$ cat src/rtl/axi_lite_intc_gpio_slave.sv
// AXI4-Lite slave with a small level-interrupt controller, an LED register and a scratch word.
// Optional macro AXI_INTC_SW_IRQ_EN makes ISR writable (software-raised interrupts).
module axi_lite_intc_gpio_slave #(
    parameter int NUM_IRQ   = 4,
    parameter int LED_WIDTH = 4
) (
    input  logic                 ACLK,
    input  logic                 ARESETn,
    input  logic [5:0]           s_axi_awaddr,
    input  logic                 s_axi_awvalid,
    output logic                 s_axi_awready,
    input  logic [31:0]          s_axi_wdata,
    input  logic [3:0]           s_axi_wstrb,
    input  logic                 s_axi_wvalid,
    output logic                 s_axi_wready,
    output logic [1:0]           s_axi_bresp,
    output logic                 s_axi_bvalid,
    input  logic                 s_axi_bready,
    input  logic [5:0]           s_axi_araddr,
    input  logic                 s_axi_arvalid,
    output logic                 s_axi_arready,
    output logic [31:0]          s_axi_rdata,
    output logic [1:0]           s_axi_rresp,
    output logic                 s_axi_rvalid,
    input  logic                 s_axi_rready,
    input  logic [NUM_IRQ-1:0]   irq_in,
    output logic                 irq,
    output logic [LED_WIDTH-1:0] leds
);

    localparam logic [0:0] W_IDLE = 1'b0;
    localparam logic [0:0] W_RESP = 1'b1;
    localparam logic [0:0] R_IDLE = 1'b0;
    localparam logic [0:0] R_DATA = 1'b1;
    localparam logic [1:0] RESP_OKAY   = 2'b00;
    localparam logic [1:0] RESP_SLVERR = 2'b10;
    localparam logic [3:0] LAST_REG    = 4'd5;

    logic [0:0]           w_state_q, w_state_d;
    logic [0:0]           r_state_q, r_state_d;
    logic                 awready_q, awready_d;
    logic                 bvalid_q, bvalid_d;
    logic [1:0]           bresp_q, bresp_d;
    logic                 arready_q, arready_d;
    logic                 rvalid_q, rvalid_d;
    logic [1:0]           rresp_q, rresp_d;
    logic [31:0]          rdata_q, rdata_d;
    logic [NUM_IRQ-1:0]   isr_q, isr_d;
    logic [NUM_IRQ-1:0]   ier_q, ier_d;
    logic [LED_WIDTH-1:0] led_q, led_d;
    logic [31:0]          scratch_q, scratch_d;
    logic                 irq_q, irq_d;

    logic                 wr_en;
    logic [3:0]           wr_idx, rd_idx;
    logic [NUM_IRQ-1:0]   iar_clr, sw_set;
    logic [31:0]          rd_word;
    logic [3:0]           unused_addr_bits;

    assign unused_addr_bits = {s_axi_awaddr[1:0], s_axi_araddr[1:0]};
    assign wr_idx = s_axi_awaddr[5:2];
    assign rd_idx = s_axi_araddr[5:2];

    always_comb begin
        rd_word = '0;
        case (rd_idx)
            4'd0:    rd_word[NUM_IRQ-1:0]   = isr_q;
            4'd1:    rd_word[NUM_IRQ-1:0]   = isr_q & ier_q;
            4'd2:    rd_word[NUM_IRQ-1:0]   = ier_q;
            4'd4:    rd_word[LED_WIDTH-1:0] = led_q;
            4'd5:    rd_word                = scratch_q;
            default: rd_word                = '0;
        endcase
    end

    always_comb begin
        w_state_d = w_state_q;
        awready_d = awready_q;
        bvalid_d  = bvalid_q;
        bresp_d   = bresp_q;
        wr_en     = 1'b0;
        // Ready is a registered one-cycle pulse; the handshake completes on the cycle it is high.
        case (w_state_q)
            W_IDLE: begin
                if (awready_q) begin
                    awready_d = 1'b0;
                    if (s_axi_awvalid && s_axi_wvalid) begin
                        wr_en     = 1'b1;
                        bvalid_d  = 1'b1;
                        bresp_d   = (wr_idx <= LAST_REG) ? RESP_OKAY : RESP_SLVERR;
                        w_state_d = W_RESP;
                    end
                end else if (s_axi_awvalid && s_axi_wvalid) begin
                    awready_d = 1'b1;
                end
            end
            default: begin
                if (s_axi_bready) begin
                    bvalid_d  = 1'b0;
                    w_state_d = W_IDLE;
                end
            end
        endcase
    end

    always_comb begin
        r_state_d = r_state_q;
        arready_d = arready_q;
        rvalid_d  = rvalid_q;
        rresp_d   = rresp_q;
        rdata_d   = rdata_q;
        case (r_state_q)
            R_IDLE: begin
                if (arready_q) begin
                    arready_d = 1'b0;
                    if (s_axi_arvalid) begin
                        rvalid_d  = 1'b1;
                        rdata_d   = rd_word;
                        rresp_d   = (rd_idx <= LAST_REG) ? RESP_OKAY : RESP_SLVERR;
                        r_state_d = R_DATA;
                    end
                end else if (s_axi_arvalid) begin
                    arready_d = 1'b1;
                end
            end
            default: begin
                if (s_axi_rready) begin
                    rvalid_d  = 1'b0;
                    r_state_d = R_IDLE;
                end
            end
        endcase
    end

    always_comb begin
        ier_d     = ier_q;
        led_d     = led_q;
        scratch_d = scratch_q;
        iar_clr   = '0;
        sw_set    = '0;
        if (wr_en && s_axi_wstrb[0]) begin
            case (wr_idx)
                4'd0: begin
`ifdef AXI_INTC_SW_IRQ_EN
                    sw_set = s_axi_wdata[NUM_IRQ-1:0];
`endif
                end
                4'd2:    ier_d   = s_axi_wdata[NUM_IRQ-1:0];
                4'd3:    iar_clr = s_axi_wdata[NUM_IRQ-1:0];
                4'd4:    led_d   = s_axi_wdata[LED_WIDTH-1:0];
                default: ;
            endcase
        end
        if (wr_en && wr_idx == 4'd5) begin
            for (int b = 0; b < 4; b++) begin
                if (s_axi_wstrb[b]) scratch_d[b*8 +: 8] = s_axi_wdata[b*8 +: 8];
            end
        end
        // Set sources are applied after the clear so a coincident set wins.
        isr_d = (isr_q & ~iar_clr) | irq_in | sw_set;
        irq_d = |(isr_q & ier_q);
    end

    always_ff @(posedge ACLK) begin
        if (!ARESETn) begin
            w_state_q <= W_IDLE;
            r_state_q <= R_IDLE;
            awready_q <= 1'b0;
            bvalid_q  <= 1'b0;
            bresp_q   <= 2'b00;
            arready_q <= 1'b0;
            rvalid_q  <= 1'b0;
            rresp_q   <= 2'b00;
            rdata_q   <= '0;
            isr_q     <= '0;
            ier_q     <= '0;
            led_q     <= '0;
            scratch_q <= '0;
            irq_q     <= 1'b0;
        end else begin
            w_state_q <= w_state_d;
            r_state_q <= r_state_d;
            awready_q <= awready_d;
            bvalid_q  <= bvalid_d;
            bresp_q   <= bresp_d;
            arready_q <= arready_d;
            rvalid_q  <= rvalid_d;
            rresp_q   <= rresp_d;
            rdata_q   <= rdata_d;
            isr_q     <= isr_d;
            ier_q     <= ier_d;
            led_q     <= led_d;
            scratch_q <= scratch_d;
            irq_q     <= irq_d;
        end
    end

    assign s_axi_awready = awready_q;
    assign s_axi_wready  = awready_q;
    assign s_axi_bvalid  = bvalid_q;
    assign s_axi_bresp   = bresp_q;
    assign s_axi_arready = arready_q;
    assign s_axi_rvalid  = rvalid_q;
    assign s_axi_rresp   = rresp_q;
    assign s_axi_rdata   = rdata_q;
    assign irq           = irq_q;
    assign leds          = led_q;

endmodule
$ cat config.mk
export PLATFORM = sky130hd
export DESIGN_NAME = axi_lite_intc_gpio_slave
export DESIGN_NICKNAME = d
export VERILOG_FILES = /design/src/rtl/axi_lite_intc_gpio_slave.sv
export SDC_FILE = /design/constraint.sdc
export NUM_CORES = 1
export LEC_CHECK = 0
export CORE_MARGIN = 10
export CORE_UTILIZATION = 51
export CTS_CLUSTER_SIZE = 40
export DETAILED_ROUTE_END_ITERATION = 8
export PLACE_DENSITY = 0.82
export RECOVER_POWER = 25
export SLEW_MARGIN = 20
export SYNTH_ARGS = -nofsm -noshare
export SYNTH_HDL_FRONTEND = slang
export SYNTH_SLANG_ARGS = --single-unit
$ cat constraint.sdc
create_clock -name ACLK -period 4.05 [get_ports ACLK]
set_clock_uncertainty 0.15 [all_clocks]
set_input_delay 0.6075 -clock ACLK [delete_from_list [all_inputs] [get_ports ACLK]]
set_output_delay 0.6075 -clock ACLK [all_outputs]
set_load 0.05 [all_outputs]
Yosys cells after proc, flatten, opt, wreduce, memory -nomap -nowiden

Cells that the tools add are included.

Magnitude comparators: 2
Equality and inequality tests: 10
Multiplexer cells: 25
Bitwise operators: 6
Reduce and logical (&&, ||, !) cells: 19

Operator list:

| operator           | number |
|---|---|
| $mux 28            | 1 |
| $pmux 4 s5         | 1 |
| $mux 1             | 19 |
| $eq 4x3->1 const B | 4 |
| $eq 4x2->1 const B | 3 |
| $reduce_and 2->1   | 6 |
| $reduce_and 3->1   | 4 |
| $and 4x4->4        | 2 |
| $le 4x3->1 const B | 2 |
| $mux 4             | 2 |
| $reduce_bool 2->1  | 4 |
| $eq 4x1->1 const B | 1 |
| $logic_not 4->1    | 1 |
| $mux 2             | 2 |
| $ne 2x2->1 const B | 2 |
| $not 4->4          | 1 |
| $or 4x4->4         | 1 |
| $reduce_or 4->1    | 1 |
| $logic_and 1x1->1  | 3 |
| $not 1->1          | 2 |

Register bits after elaboration: 87
Input bits: 59
Output and inout bits: 46
Word-level logic and storage cells: 79

Longest topological paths before layout

Gate-level depths: netlist (run 1).

Word-level depth: 9
Gate-level depth with buffers: 6
Gate-level depth less buffers: 4

Worst setup path after synthesis (run 1)

No wires, ideal clock.

Kind: reg2reg
From: register awready_q, in the netlist s_axi_awready
To: register scratch_q[22]
Library setup time: 0.123 ns
Arrival time: 1.540 ns
Data required time: 3.777 ns
Slack: 2.237 ns
Cell stages (with the launch flop): 7
Path buffers: 2
Period minus slack after synthesis: 1.813 ns
Cell sequence: dfxtp_1 > and4b_1 > buf_6 > nand3_4 > buf_2 > nand3_1 > o21ai_0

Cells in the longest elaborated chain, start to end: 4

Ends and longest elaborated chain:

| item                       | RTL line | RTL |
|---|---|---|
| start, declared            | 41       | `logic awready_q, awready_d;` |
| start signal, assigned     | 183      | `awready_q <= awready_d;` |
| $mux 1                     | 85       | `if (awready_q) begin` |
| $mux 1                     | 83       | `case (w_state_q)` |
| $logic_and 1x1->1          | 154      | `if (wr_en && wr_idx == 4'd5) begin` |
| $reduce_and 2->1 (no line) | -        |  |
| end signal, assigned       | 193      | `scratch_q <= scratch_d;` |
| end, declared              | 51       | `logic [31:0] scratch_q, scratch_d;` |

No other way between the ends.
A chain may end at the register's enable or synchronous reset.

==> summary.md, run 1 <==
| Metric | Value |
|---|---|
| Syn Inst Count | approximately 400 |
| Crit path max fanout | between 100 and 150 |
| Least-Margin Pin Slew | between 1.5 and 2 ns |
| Finished Layout Cells | around 580 |
| Post-cts sizing count | 0 |
| Final Wtd Congestion | around 0.82 |
| # hold bufs at CTS | 0 |
| Core Region | approximately 7000 um^2 |
| Period utilization | 0.6361 |
| Clk sink count | 85 |
| DIE HEIGHT | ~100 um |
| Antenna cells | 0 |
| Final Slew Violations | about 120 |
| Num CTS Buffers | 9 |
| Initial antenna violation count | 0 |
| Crit path DAT | roughly 2.7 ns |
| Setup TNS | 0 ns |
| Endpoint class of the critical path | flop |
| Synth Area per Inst | around 9 um^2 |
| Fillers | about 600 |
| DRT iter0 DRCs | approximately 130 |
| Async S/R FF share, synth | 0 |
| Static leakage power | around 0.0016 uW |
| Root buffer selected by CTS | clkbuf_8 |
| Slew headroom | -0.3332 |
| Postcts setup bufs | 0 |
| Pre-Repair DR Iteration Count | 4 |
| Worst path required time | around 4.2 ns |
| Most common cell after layout, fill and taps aside | clkdlybuf4s50_1 |
| Share of cells above drive strength 1 | 0.1438 |
| Routed WL per cell | approximately 16 um |
| Post-DR vias/cell | around 5.3 |
| Nets | about 540 |
| Die Wd | 105.0 um |
| Min cycle time layout | 2.576 ns |
| H-tree Lvls | 3 |
| YS warnings | 0 |
| Cell area power density | approximately 340 nW/um^2 |
| Failing checks | max-capacitance violations, max-slew violations |
| Inst Count DP | 561 |
| Synth area leader | dfxtp_1 |
| Outcome | finished, violations left |
| Top cells by area, synth | dfxtp_1 (46%), nand3_1 (7.3%), nand2_1 (6.6%) |
| Initial core utilization | 0.5332 |
| Clk slew on worst S/H paths | approximately 0.070 ns |
| Flops & latches, synth | 85 |
| Setup Crit Path Kind | input pin to flop |
| Vias in the first global route | around 3000 |
| GRT overflow | 0 |
| Worst skew pair latency | about 0.35 ns |
| Worst min path class | flop to flop |
| Final hold violation count | 0 |
| Area of the mapped netlist | approximately 3700 um^2 |
| Number of synthesized flops with an enable pin | 0 |
| Most frequent cells in the layout | clkdlybuf4s50_1 (97), dfxtp_1 (85), nand2_1 (65) |
| GRT Overall Usage | 0.1581 |
| Unique masters post-synth | between 40 and 50 |
| Largest net degree at the start of global routing | 119 |
| Detailed placement HPWL | 6.450 mm |
| Number of routed nets with antenna violations | 0 |
| Die Footprint | between 10000 and 15000 um^2 |
| Port bufs | 98 |
| Startpoint Class | input pin |
| Post-synthesis sequential area ratio | 0.4621 |
| Drt total wl | 9.050 mm |
| Routed via count | 3064 |
| Area Overhead vs Synth | 30.07% |
| CTS tree | yes |
| Max-cap violations | 1 |
| Fmax achieved | 388.2 MHz |
| Clock tree buffer depth | 2 |
| Post-route DRC | 0 |
| Setup-failing EPs final | 0 |
| I/O Pins | 105 |
| Synth Flop Type | dfxtp_1 |
| Share of the synthesized area in the top cell type | 0.4621 |
| Site row count | 30 |
| RSZ-0062 raised after global routing | no |
| Worst vdd ir | 0.0001926 V |
| First-pass GRT wire length | approximately 15 mm |
critical path, cell delays in order:
cell	delay, ns
clkbuf_2	1.38
nand4b_1	0.41
a22oi_1	0.27
cells in the mapped netlist, types with 5 or more instances:
library cell	count
a21boi_0	14
a21boi_2	20
a21oi_1	5
a22oi_1	5
a31oi_1	5
buf_2	7
clkbuf_1	12
dfxtp_1	85
nand2_1	65
nand3_1	54
nand3_2	21
nor2b_1	5
o21a_1	5
o21ai_0	28
o21ai_1	18
final cells by class:
| class | instances | area, um^2 | share of cell area |
|---|---|---|---|
| clock buffer | 11 | 141.4 | 0.02952 |
| inverter | 4 | 15.01 | 0.003135 |
| clock inverter | 4 | 72.57 | 0.01515 |
| multi-input combinational | 277 | 1755 | 0.3665 |
| tap | 96 | 120.1 | 0.02508 |
| sequential | 85 | 1702 | 0.3553 |
| timing repair buffer | 99 | 983.4 | 0.2053 |
metal layers:
layer / share of wire / vias up / GRT usage
met5: 0 / - / 0
met1: 0.45 / 1409 / 0.1912
li1: - / 1548 / -
met3: 0.087 / 14 / 0.06572
met2: 0.45 / 93 / 0.2420
met4: 0.013 / 0 / 0.06569
cell families after synthesis:
| logic type | Yosys count | synth area share |
|---|---|---|
| flops | 85 | 0.4621 |
| mux | 4 | 0.01223 |
| simple gates | 165 | 0.2593 |
| buf+inv | 36 | 0.06252 |
| other cells | 1 | 0.001018 |
| compound gates | 106 | 0.2029 |
worst paths after layout:
kind / start / endpoint / slack [ns] / cells past startpoint
max: ARESETn / s_axi_rdata[1] / 1.47 / 3
min reg2reg: s_axi_rdata[21] / s_axi_rdata[21] / 0.31 / 2
max reg2reg: s_axi_awready / ier_q[1] / 2.06 / 4
min: s_axi_rdata[21] / s_axi_rdata[21] / 0.31 / 2
where the power goes:
part	switching (uW)	internal [uW]	total, uW
Sequential	4.96	841	846
Clock	290	360	650
Combinational	76.4	73.9	150
sequential cells by signal, summed over array words and instances, names as in the netlist:
register	count
s_axi_bresp	1
s_axi_arready	1
ier_q	4
r_state_q	1
leds	4
w_state_q	1
s_axi_bvalid	1
s_axi_awready	1
s_axi_rresp	1
irq	1
scratch_q	32
isr_q	4
s_axi_rdata	32
s_axi_rvalid	1
through the flow:
stage	worst slack (ns)	area (um^2)	util	total power [uW]	hold WS, ns
2_1_floorplan	2.237	3686	-	946.0	0.2843
3_3_place_gp	1.432	4578	0.6629	1012	0.2920
3_5_place_dp	1.396	4578	0.6629	1015	0.2991
4_1_cts	1.667	4792	0.6938	1658	0.3085
5_1_grt	1.147	4790	0.6935	1713	0.3210
6_report	1.474	4790	0.6935	1646	0.3067
Note: power is estimated with default switching activity, not from simulation.
==> inputs of run 2 (changes only) <==
--- a/config.mk
+++ b/config.mk
@@ -6,10 +6,10 @@
 export NUM_CORES = 1
 export LEC_CHECK = 0
 export CORE_MARGIN = 10
-export CORE_UTILIZATION = 51
+export CORE_UTILIZATION = 48
 export CTS_CLUSTER_SIZE = 40
 export DETAILED_ROUTE_END_ITERATION = 8
-export PLACE_DENSITY = 0.82
+export PLACE_DENSITY = 0.77
 export RECOVER_POWER = 25
 export SLEW_MARGIN = 20
 export SYNTH_ARGS = -nofsm -noshare
==> constraint.sdc (replaced) <==
create_clock -name ACLK -period 2.5 [get_ports ACLK]
set_clock_uncertainty 0.15 [all_clocks]
set_input_delay 0.375 -clock ACLK [delete_from_list [all_inputs] [get_ports ACLK]]
set_output_delay 0.375 -clock ACLK [all_outputs]
set_load 0.05 [all_outputs]
==> summary.md, run 2 (synthesized netlist as in run 1, its figures left out) <==
| Metric | Value |
|---|---|
| Slew headroom | 0.3364 |
| Seq pwr share | 0.516 |
| RSZ-0062 raised after global routing | no |
| Die Footprint | around 12000 um^2 |
| Worst path required time | roughly 2.6 ns |
| Net switching power | about 600 uW |
| Postcts setup bufs | 0 |
| Site row count | 31 |
| Least-Margin Pin Slew | ~1 ns |
| Post-DR vias/cell | about 5.2 |
| Endpoint class of the critical path | flop |
| Core Region | 7370 um^2 |
| Pwr Total | 2658 uW |
| CTS tree | yes |
| Fillers | around 620 |
| Die Wd | around 110 um |
| Setup-failing EPs final | 0 |
| Worst vdd ir | 0.0003001 V |
| CP max-delay cell | clkdlybuf4s50_1 |
| Routed WL per cell | 15.02 um |
| GRT Overall Usage | 0.1543 |
| Register area | around 1700 um^2 |
| DIE HEIGHT | between 100 and 150 um |
| I/O Pins | 105 |
| Nets | 542 |
| DRT iter0 DRCs | 87 |
| Area Overhead vs Synth | 31.50% |
| # hold bufs at CTS | 0 |
| Fmax achieved | between 400 and 500 MHz |
| Clk slew on worst S/H paths | about 0.080 ns |
| GRT overflow | 0 |
| Final WS setup | between 0.3 and 0.4 ns |
| Clk pwr share | 0.392 |
| Clock tree buffer depth | 2 |
| Outcome | finished clean |
| Vias in the first global route | 3031 |
| Crit path max fanout | 19 |
| Comb power frac | 0.093 |
| Crit path DAT | approximately 2.3 ns |
| Area of the multi-input gates | 1737 um^2 |
| Sw frac | 0.2218 |
| Largest net degree at the start of global routing | between 50 and 60 |
| Setup Crit Path Kind | input pin to flop |
| Share of cells above drive strength 1 | 0.1458 |
| Startpoint Class | input pin |
| Final Wtd Congestion | between 0.8 and 0.9 |
| Static leakage power | between 0.0015 and 0.002 uW |
| Port bufs | slightly below 100 |
| Clk sink count | 85 |
| Antenna cells | 0 |
| Min cycle time layout | ~2.1 ns |
| Cell Area, Placed | 4659 um^2 |
| Cell area power density | approximately 550 nW/um^2 |
| Most common cell after layout, fill and taps aside | clkdlybuf4s50_1 |
| Worst min path class | flop to flop |
| Initial antenna violation count | 0 |
| Initial core utilization | 0.4997 |
| Number of routed nets with antenna violations | 0 |
| Setup TNS | 0 ns |
| Post-route DRC | 0 |
| Most frequent cells in the layout | clkdlybuf4s50_1 (96), dfxtp_1 (85), nand2_1 (65) |
| Inst Count DP | ~570 |
| Pre-Repair DR Iteration Count | 4 |
| Root buffer selected by CTS | clkbuf_8 |
| CP cell instances | clkdlybuf4s50_1 > nor3b_1 > and2_4 > buf_12 > nand3_2 > a21boi_2 |
| Pre-CTS setup slack | approximately 0.28 ns |
| Finished Layout Cells | 586 |
| First-pass GRT wire length | around 15 mm |
| H-tree Lvls | 3 |
| Drt total wl | roughly 8.8 mm |
| Max-cap violations | 0 |
| Final Cell Area | between 4000 and 5000 um^2 |
| Pint | between 2000 and 2500 uW |
| Routed via count | approximately 3000 |
| Slowest stage delay, CP | ~0.55 ns |
| Final hold violation count | 0 |
| Post-cts sizing count | 0 |
| Num CTS Buffers | 9 |
| Detailed placement HPWL | around 6.6 mm |
| Worst skew pair latency | about 0.34 ns |
| Final Slew Violations | 0 |
| Period utilization | 0.8492 |
==> run 2: changes by cell type in the layout (fill, tap and decap cells not counted), sizes merged <==
cell,delta
buf,+4
clkbuf,+3
clkdlybuf4s50,-1
dlygate4sd3,+1
==> run 2: final cells by class <==
cell class,count,area share
multi-input cells,277,0.3587
flip-flops and latches,85,0.3514
repair buffers,106,0.2171
clock buffers,11,0.02920
well taps,99,0.02558
clock inverters,4,0.01499
inverters,4,0.003101
==> run 2: critical path, delay by kind of cell <==
kind / cells / cell delay, ns
simple gates: 3 / 0.97
compound gates: 1 / 0.16
buf+inv: 2 / 0.75
==> run 2: metal layers <==
layer	part of all wire	up-vias	GRT usage
met2	0.46	83	0.2489
met1	0.44	1380	0.1827
met5	0	-	0
li1	-	1561	-
met3	0.088	11	0.05928
met4	0.012	0	0.05439
==> run 2: power groups by stage <==
stage	sequential [uW]	combinational [uW]	clock (uW)
3_5_place_dp	1400	250	0
6_report	1370	246	1040
3_3_place_gp	1400	247	0
5_1_grt	1370	267	1130
2_1_floorplan	1420	117	0
4_1_cts	1370	252	1070
==> run 2: path summary, 6_finish.rpt <==
check / startpoint / end / cells after the start / slack [ns]
worst max register to register: s_axi_awready / scratch_q[14] / 5 / 0.61
worst min-delay path: s_axi_rdata[10] / s_axi_rdata[10] / 2 / 0.31
worst max-delay path: s_axi_araddr[3] / s_axi_rdata[24] / 6 / 0.38
worst min register to register: s_axi_rdata[10] / s_axi_rdata[10] / 2 / 0.31
==> run 2: per-stage QoR <==
step | utilization | hold slack (ns)
3_3_place_gp | 0.6323 | 0.2927
4_1_cts | 0.6613 | 0.3117
6_report | 0.6570 | 0.3086
2_1_floorplan | - | 0.2843
3_5_place_dp | 0.6323 | 0.3006
5_1_grt | 0.6570 | 0.3235
==> inputs of run 3 (changes only) <==
--- a/config.mk
+++ b/config.mk
@@ -6,10 +6,10 @@
 export NUM_CORES = 1
 export LEC_CHECK = 0
 export CORE_MARGIN = 10
-export CORE_UTILIZATION = 48
+export CORE_UTILIZATION = 43
 export CTS_CLUSTER_SIZE = 40
 export DETAILED_ROUTE_END_ITERATION = 8
-export PLACE_DENSITY = 0.77
+export PLACE_DENSITY = 0.73
 export RECOVER_POWER = 25
 export SLEW_MARGIN = 20
 export SYNTH_ARGS = -nofsm -noshare
==> constraint.sdc (replaced) <==
create_clock -name ACLK -period 1.8 [get_ports ACLK]
set_clock_uncertainty 0.15 [all_clocks]
set_input_delay 0.27 -clock ACLK [delete_from_list [all_inputs] [get_ports ACLK]]
set_output_delay 0.27 -clock ACLK [all_outputs]
set_load 0.05 [all_outputs]
==> summary.md, run 3 (synthesized netlist as in run 1, its figures left out) <==
| Metric | Value |
|---|---|
| Fmax achieved | 610.6 MHz |
| Port bufs | slightly below 100 |
| Area of the multi-input gates | roughly 1800 um^2 |
| Max-cap violations | 0 |
| Static leakage power | approximately 0.0017 uW |
| Outcome | finished clean |
| Reg2Reg Depth | 5 |
| First-pass GRT wire length | 15.30 mm |
| Least-Margin Pin Slew | between 0.6 and 0.7 ns |
| Postcts setup bufs | 0 |
| Setup Crit Path Kind | input pin to flop |
| Pwr Total | ~3700 uW |
| Worst vdd ir | ~0.0004 V |
| Min Hold Slack | ~0.31 ns |
| Util after Layout | 0.5915 |
| Worst path required time | 1.87 ns |
| Most frequent cells in the layout | dfxtp_1 (84), nand2_1 (65), nand3_1 (54) |
| Post-route DRC | 0 |
| Antenna cells | 0 |
| Startpoint Class | input pin |
| Final WS setup | 0.1622 ns |
| GRT overflow | 0 |
| Most common cell after layout, fill and taps aside | dfxtp_1 |
| Die Wd | approximately 110 um |
| Root buffer selected by CTS | clkbuf_8 |
| Crit path max fanout | 8 |
| Detailed placement HPWL | ~7 mm |
| Final Slew Violations | 0 |
| Initial core utilization | 0.4459 |
| CP cell instances | clkdlybuf4s50_1 > buf_4 > nor3b_1 > nand3_1 > nand3_1 > o21ai_0 |
| Slowest stage delay, CP | 0.43 ns |
| Reg2reg end | ier_q[2] |
| Finished Layout Cells | 609 |
| Core Region | about 8300 um^2 |
| Worst r2r src | w_state_q |
| # hold bufs at CTS | 0 |
| Inst Count DP | a little under 600 |
| Die Footprint | between 10000 and 15000 um^2 |
| Fillers | between 700 and 800 |
| Clock tree buffer depth | 2 |
| Register area | 1703 um^2 |
| Post-DR vias/cell | roughly 5 |
| Drt total wl | ~9.2 mm |
| Initial antenna violation count | 0 |
| DRT iter0 DRCs | ~110 |
| H-tree Lvls | 3 |
| Crit path DAT | approximately 1.7 ns |
| Routed via count | between 3000 and 4000 |
| Reg-to-reg setup timing slack | around 0.19 ns |
| Worst min path class | flop to flop |
| Pre-CTS setup slack | -0.1673 ns |
| Post-cts sizing count | 0 |
| Area Overhead vs Synth | 32.65% |
| Worst skew pair latency | ~0.34 ns |
| RSZ-0062 raised after global routing | no |
| Pre-Repair DR Iteration Count | 4 |
| Most used cell, CP | nand3_1 |
| Final hold violation count | 0 |
| Clk sink count | 85 |
| Site row count | 33 |
| Vias in the first global route | roughly 3200 |
| Routed WL per cell | approximately 15 um |
| Final Wtd Congestion | approximately 0.86 |
| GRT Overall Usage | 0.1425 |
| I/O Pins | about 110 |
| Largest net degree at the start of global routing | 48 |
| CP max-delay cell | clkdlybuf4s50_1 |
| CTS tree | yes |
| DIE HEIGHT | 112.5 um |
| Share of cells above drive strength 1 | 0.2183 |
| Cell area power density | 756.0 nW/um^2 |
| Slew headroom | 0.5663 |
| Num CTS Buffers | 9 |
| Min cycle time layout | about 1.6 ns |
| Clk slew on worst S/H paths | 0.08 ns |
| Nets | between 500 and 600 |
| Number of routed nets with antenna violations | 0 |
| Endpoint class of the critical path | flop |
| Hold endpoint | s_axi_rdata[12] |
| Hold depth | 2 |
| Period utilization | 0.9099 |
| Setup-failing EPs final | 0 |
| Min-delay src | s_axi_rdata[12] |
-- run 3: cell types whose count changed in the layout (fill, tap and decap cells not counted), sizes merged --
| cell | previous run | this run |
|---|---|---|
| clkbuf | 15 | 39 |
| dlygate4sd3 | 1 | 0 |
| buf | 5 | 44 |
| clkinvlp | 1 | 0 |
| clkdlybuf4s50 | 96 | 53 |
| clkinv | 1 | 0 |
-- run 3: layout make-up --
class | count | share of cell area
Clock inverter | 2 | 0.01230
Clock buffer | 11 | 0.02894
Inverter | 4 | 0.003074
Multi-Input combinational cell | 277 | 0.3591
Tap cell | 105 | 0.02690
Timing Repair Buffer | 125 | 0.2211
Sequential cell | 85 | 0.3486
-- run 3: worst max-delay path, delay by kind of cell --
kind | cells | cell delay [ns]
buffers and inverters | 2 | 0.58
AO/OA/AOI/OAI | 1 | 0.10
AND/OR/NAND/NOR | 3 | 0.76
-- run 3: through the flow --
step / setup TNS, ns / area (um^2)
floorplan: 0 / 3687
detailed placement: -6.064 / 4788
global route: 0 / 4885
global placement: -4.420 / 4788
finish: 0 / 4885
CTS: 0 / 4990
-- run 3: worst max-delay path by stage --
stage | start | cells past startpoint | to
global route | s_axi_awaddr[2] | 6 | ier_q[2]
finish | s_axi_awaddr[2] | 6 | ier_q[2]
floorplan | s_axi_arready | 5 | s_axi_rdata[27]
detailed placement | s_axi_wvalid | 6 | ier_q[2]
global placement | s_axi_awvalid | 6 | ier_q[3]
CTS | w_state_q | 5 | ier_q[2]
-- run 3: power by group --
part	switching, uW	total [uW]	internal (uW)
Clock	609	1410	798
Combinational	180	380	200
Sequential	12.7	1910	1890
Total	802	3690	2890
-- run 3: layer usage --
layer | track usage | part of all wire
met5 | 0 | 0
met3 | 0.05325 | 0.076
met2 | 0.2423 | 0.48
met4 | 0.04822 | 0.016
met1 | 0.1598 | 0.43
